[config.mk]
export PLATFORM = sky130hd
export DESIGN_NAME = m3_cmd_scheduler
export DESIGN_NICKNAME = d
export VERILOG_FILES = /design/src/rtl/m3_cmd_scheduler.sv
export SDC_FILE = /design/constraint.sdc
export NUM_CORES = 1
export LEC_CHECK = 0
export CAP_MARGIN = 40
export CORE_MARGIN = 4
export CORE_UTILIZATION = 50
export CTS_CLUSTER_DIAMETER = 50
export DETAILED_ROUTE_END_ITERATION = 12
export GPL_TIMING_DRIVEN = 0
export PLACE_DENSITY = 0.68
export SLEW_MARGIN = 15
export SYNTH_ARGS = -nofsm -noshare
export SYNTH_HDL_FRONTEND = slang
export SYNTH_SLANG_ARGS = --single-unit
[constraint.sdc]
create_clock -name clkI -period 2.5 [get_ports clkI]
set_clock_uncertainty 0.2 [all_clocks]
set_input_delay 0.5 -clock clkI [delete_from_list [all_inputs] [get_ports clkI]]
set_output_delay 0.5 -clock clkI [all_outputs]
set_load 0.03 [all_outputs]
[src/rtl/m3_cmd_scheduler.sv]
// m3_cmd_scheduler: debounces operator buttons and issues m3 datapath command pulses by fixed priority.
// Ports: clkI/rstI clock and synchronous active-high reset; tick100hzI 100 Hz enable pulse;
// workingI datapath busy flag; btnI[6:0] raw buttons {powerDEC,powerINC,speedDEC,speedINC,
// invRotate,forceStop,start}; m3*O one-clock command pulses; busyO FSM not idle; revErrO
// reversal timeout pulse; stateO FSM state.
// Optional: define M3_CMD_AUTOREPEAT_EN for auto-repeat of held speed/power INC/DEC buttons.
module m3_cmd_scheduler #(
    parameter int DEB_TICKS = 3,
    parameter int REV_TMO   = 200,
    parameter int RPT_DLY   = 50,
    parameter int RPT_PER   = 10
) (
    input  logic       clkI,
    input  logic       rstI,
    input  logic       tick100hzI,
    input  logic       workingI,
    input  logic [6:0] btnI,
    output logic       m3startO,
    output logic       m3forceStopO,
    output logic       m3invRotateO,
    output logic       m3speedINCo,
    output logic       m3speedDECo,
    output logic       m3powerINCo,
    output logic       m3powerDECo,
    output logic       busyO,
    output logic       revErrO,
    output logic [2:0] stateO
);
    if (DEB_TICKS < 1 || DEB_TICKS > 15 || REV_TMO < 1 || REV_TMO > 65535 || RPT_DLY < 1 || RPT_PER < 1) begin : g_bad_cfg
        $error("m3_cmd_scheduler: parameter out of range");
    end
    typedef enum logic [2:0] {IDLE, ISSUE, HOLD, REV_STOP, REV_WAIT, REV_INV, REV_START} state_t;
    state_t          state_q, state_d;
    logic [6:0]      stable_q, stable_d, pend_q, pend_d, cmd_q, cmd_d;
    logic [6:0][3:0] deb_q, deb_d;
    logic [15:0]     tmo_q, tmo_d;
    logic            err_q, err_d;
    logic [6:0]      rise, req_set, eff, clr, win;
    always_comb begin
        stable_d = stable_q;
        deb_d    = deb_q;
        for (int i = 0; i < 7; i++) begin
            if (tick100hzI) begin
                if (btnI[i] == stable_q[i]) deb_d[i] = '0;
                else if (deb_q[i] + 4'd1 == 4'(DEB_TICKS)) begin
                    deb_d[i]    = '0;
                    stable_d[i] = btnI[i];
                end else deb_d[i] = deb_q[i] + 4'd1;
            end
        end
    end
    assign rise = stable_d & ~stable_q;
`ifdef M3_CMD_AUTOREPEAT_EN
    // Per INC/DEC button countdown: RPT_DLY ticks after the press, then every RPT_PER ticks.
    logic [3:0][15:0] rpt_q, rpt_d;
    logic [3:0]       rep;
    always_comb begin
        rpt_d = rpt_q;
        rep   = '0;
        for (int i = 0; i < 4; i++) begin
            if (!stable_d[i+3]) rpt_d[i] = '0;
            else if (rise[i+3]) rpt_d[i] = 16'(RPT_DLY);
            else if (tick100hzI) begin
                rep[i]   = rpt_q[i] == 16'd1;
                rpt_d[i] = rep[i] ? 16'(RPT_PER) : rpt_q[i] - 16'd1;
            end
        end
    end
    always_ff @(posedge clkI) rpt_q <= rstI ? '0 : rpt_d;
    assign req_set = rise | {rep, 3'b000};
`else
    assign req_set = rise;
`endif
    always_comb begin
        eff = pend_q;
        // Opposing INC/DEC requests cancel each other.
        if (eff[3] && eff[4]) eff[4:3] = 2'b00;
        if (eff[5] && eff[6]) eff[6:5] = 2'b00;
        win = eff[2] ? 7'h04 : eff[0] ? 7'h01 : eff[3] ? 7'h08 : eff[4] ? 7'h10 :
              eff[5] ? 7'h20 : eff[6] ? 7'h40 : 7'h00;
        clr     = pend_q & ~eff;
        state_d = state_q;
        cmd_d   = '0;
        err_d   = 1'b0;
        tmo_d   = tmo_q;
        case (state_q)
            IDLE:      state_d = (eff[2] && workingI) ? REV_STOP : |(eff & 7'h7D) ? ISSUE : IDLE;
            ISSUE: begin
                cmd_d   = win;
                clr     = clr | win;
                state_d = HOLD;
            end
            HOLD:      state_d = tick100hzI ? IDLE : HOLD;
            REV_STOP: begin
                cmd_d   = 7'h02;
                tmo_d   = 16'(REV_TMO);
                state_d = REV_WAIT;
            end
            REV_WAIT: begin
                if (!workingI) begin
                    cmd_d   = 7'h04;
                    state_d = REV_INV;
                end else if (tick100hzI) begin
                    tmo_d = tmo_q - 16'd1;
                    if (tmo_q == 16'd1) begin
                        err_d   = 1'b1;
                        clr[2]  = 1'b1;
                        state_d = IDLE;
                    end
                end
            end
            REV_INV:   state_d = tick100hzI ? REV_START : REV_INV;
            REV_START: begin
                cmd_d   = 7'h01;
                clr[2]  = 1'b1;
                state_d = HOLD;
            end
            default:   state_d = IDLE;
        endcase
        // forceStop overrides everything, including a reversal in progress.
        if (pend_q[1]) begin
            cmd_d   = 7'h02;
            clr     = 7'h7F;
            state_d = IDLE;
        end
        pend_d = (pend_q & ~clr) | req_set;
    end
    always_ff @(posedge clkI) begin
        if (rstI) begin
            state_q  <= IDLE;
            stable_q <= '0;
            pend_q   <= '0;
            cmd_q    <= '0;
            deb_q    <= '0;
            tmo_q    <= '0;
            err_q    <= 1'b0;
        end else begin
            state_q  <= state_d;
            stable_q <= stable_d;
            pend_q   <= pend_d;
            cmd_q    <= cmd_d;
            deb_q    <= deb_d;
            tmo_q    <= tmo_d;
            err_q    <= err_d;
        end
    end
    assign {m3powerDECo, m3powerINCo, m3speedDECo, m3speedINCo, m3invRotateO, m3forceStopO, m3startO} = cmd_q;
    assign busyO   = state_q != IDLE;
    assign revErrO = err_q;
    assign stateO  = state_q;
endmodule
==> key figures, run 1 <==
Yosys
  • Predominant post-synthesis flop cell: sky130_fd_sc_hd__dfxtp_1
  • Post-synthesis cell count: 435
  • Top area cells in the synthesized netlist: sky130_fd_sc_hd__dfxtp_1 (37%), sky130_fd_sc_hd__ha_1 (7.7%), sky130_fd_sc_hd__nor2_1 (4.6%)
  • Number of warnings issued by yosys: 0
  • Share of the yosys chip area belonging to registers: 37.1%
  • Share of the synthesized area in the top cell type: 37.1%
  • Number of enable flip-flop cells after synthesis: 0
  • Post-synthesis area per instance: 8.56 um2
  • Dominant cell type by area after synthesis: sky130_fd_sc_hd__dfxtp_1
  • Post-synthesis cell area: 3720 um2
  • Synth unique cells: 50
  • Number of storage elements in the synthesis netlist: 69
  • Proportion of synthesized flip-flops having asynchronous set or reset: 0%
  • Post-Syn Nets: 469

Setup path
  • Critical path class: reg2out
  • Category of the worst setup path launch point: flop
  • Endpoint type of the worst setup path: primary output
  • Worst-path maximum fanout: 10
  • Reg-to-reg slack, setup: 380 ps
  • Largest stage delay on the critical path: 400 ps
  • Data arrival time at the worst-slack endpoint: 1700 ps
  • Cells traversed along the worst timing path: clkbuf_2 -> or3_1 -> dlygate4sd2_1
  • Kind of cell adding the most delay to the critical path: buffers and inverters
  • Buffers plus inverters on the worst setup path: 2
  • Slowest-stage cell, CP: sky130_fd_sc_hd__dfxtp_1
  • Required time of the worst setup path: 1800 ps

Layout
  • Layout net count: 502
  • Storage cell area: 1380 um2
  • Antenna diode instance count: 0
  • Count of filler cells inserted in the layout: 658
  • Area of the multi-input gates: 2210 um2
  • Final cell utilization of the core: 58.9%
  • Layout area overhead: 14.8%
  • Layout cells sized above 1: 9.30%

Drt
  • Number of optimization iterations in the first detailed-route pass: 4
  • Count of vias placed by the detailed router: 3287
  • Drt via density: 5.75
  • WL per Instance: 15.4 um
  • Number of DRC markers after the initial detailed-route iteration: 166
  • Remaining antenna violation count after routing: 0
  • Post-Route WL: 8.82 mm
  • Detailed-route DRC error count: 0

Clock network
  • Maximum clock insertion buffer count: 2
  • Clock Root Buffer: sky130_fd_sc_hd__clkbuf_8
  • Sink Count: 69
  • Clock network latency to the later pin of the worst-skew pair: 340 ps
  • TritonCTS clock tree: built
  • Clock-pin slew on the worst setup and hold paths: 80 ps
  • CTS buffer count: 9
  • Htree depth: 3

Timing
  • Fin crit period: 2400 ps
  • Final setup violation count: 0
  • Fin. Hold Viols: 0
  • Maximum achievable frequency: 416 MHz
  • Slew Limit Fails: 0
  • Unrepaired setup endpoints after global routing: no
  • Final Cycle Share: 96.2%
  • Actual slew at the worst max-slew pin: 692 ps
  • Final TNS setup: 0 ps
  • Rel. slew slack: 53.7%

Global route
  • Via count of the first global-routing pass: 3102
  • GRT Residual Overflow: 0
  • Antenna violations before repair: 0
  • Wire length of the first global-routing pass: 14.9 mm
  • Overall track demand over capacity in global routing: 21.2%
  • Largest net degree at the start of global routing: 13

Floorplanning
  • Boundary pin count: 23
  • Effective utilization at floorplan: 51.3%
  • Overall die height: 94.3 um
  • Die outline width: 94.3 um
  • Core region area: 7250 um2
  • Die ar.: 8890 um2
  • Row count: 31

Placed design
  • Number of input and output port buffers inserted: 22
  • Routability cong.: 0.830
  • Post-DP HPWL: 6.20 mm

Pwr
  • Leakage power: 1.53 nW
  • Total power: 2.24 mW
  • Max VDD drop: 0.268 mV
  • Power density over the cells: 523 nW/um2

Hold path
  • Type of the worst min-delay path: reg2reg

Status
  • Outcome: finished, final reports clean

Job
  • Max-cap check violation count: 0
-- Yosys cell counts (10+ instances only) --
master                      n
sky130_fd_sc_hd__or3_1     10
sky130_fd_sc_hd__dfxtp_1   69
sky130_fd_sc_hd__nand2b_1  15
sky130_fd_sc_hd__a21oi_1   34
sky130_fd_sc_hd__clkbuf_1  15
sky130_fd_sc_hd__nand2_1   21
sky130_fd_sc_hd__ha_1      23
sky130_fd_sc_hd__nor2_1    46
sky130_fd_sc_hd__nand3_1   16
sky130_fd_sc_hd__nor3b_1   18
sky130_fd_sc_hd__o21ai_0   21
sky130_fd_sc_hd__xnor2_1   12
sky130_fd_sc_hd__o41ai_1   14
sky130_fd_sc_hd__inv_1     17
-- final timing paths --
kind	startpoint	to	cells past startpoint
worst min register to register	stable_q[1]	pend_q[1]	1
worst min-delay path	stable_q[1]	pend_q[1]	1
worst max register to register	stateO[0]	pend_q[6]	4
worst max-delay path	stateO[0]	busyO	3
-- power by group --
part           total, mW  internal [mW]  switching [mW]
clock              0.924          0.484           0.440
combinational      0.178         0.0663           0.112
sequential          1.13           1.11          0.0192
total               2.24           1.66           0.571
-- sequential cells by signal, indices dropped and copies added, names as in the netlist --
name / cells
stable_q: 7
cmd_q: 7
tmo_q: 16
stateO: 3
revErrO: 1
deb_q: 28
pend_q: 7
-- cell families (layout without fill, tap and decap cells) --
kind of cell / count (synthesis) / after routing / synth area share [%]
DFF: 69 / 69 / 37.1
xor gates and xnor gates: 21 / 21 / 4.94
buffers and inverters: 34 / 72 / 3.50
adders and majority gates: 23 / 23 / 7.73
and+or+nand+nor: 191 / 191 / 29.4
AOI/OAI and AO/OA: 97 / 97 / 17.3
-- repair_timing --
item                       in CTS  in global routing
buffers inserted                0                  0
gates resized for setup         6                  2
hold buffers                    0                  0
setup endpoints to repair      14                  8
-- layer usage --
metal	track usage, %	routed length (um)	up-vias
met4	5.42	102	0
li1	-	-	1650
met1	27.8	4180	1568
met2	34.8	4170	59
met5	0	0	-
met3	5.21	366	10
-- area by class of cell --
cell class,instances,share of cell area (%)
clock buffers,10,3.22
multi-input cells,332,51.7
flip-flops and latches,69,32.3
inverters,17,1.49
plain buffers,17,1.73
repair buffers,22,5.12
clock inverters,6,1.46
well taps,99,2.90
-- cell usage in the layout (no fill, tap or decap), drive strengths merged, types with 3 or more instances in the layout --
master and n:
nor3 9, a32o 4, nor4 3, clkbuf 25
o41ai 14, o21ai 22, a21bo 5, and2 9
xor2 9, or3 11, nand2b 15, and3 9
ha 23, xnor2 12, dfxtp 69, inv 17
nor2b 4, a21oi 34, clkdlybuf4s50 21, nand3 16
nor2 46, clkinvlp 3, nand3b 3, nor3b 19
or3b 8, nor4b 4, nand2 21, nand4 6
-- stage by stage --
step	worst slack, ps	instance area [um2]	instances	hold slack, ps
after floorplan	531	3720	435	241
after global routing	3.46	4270	572	300
after CTS	45.1	4270	572	288
final	96.1	4270	572	290
after detailed placement	-445	4070	556	279
after global placement	-415	4070	556	275
No activity file was read; power rests on OpenSTA's default activity.
==> run 2, diff against run 1 <==
Settings changed: CTS_CLUSTER_SIZE from default to 30.
==> results of run 2 <==
No change in the layout: final DEF, timing and power equal those of run 1.
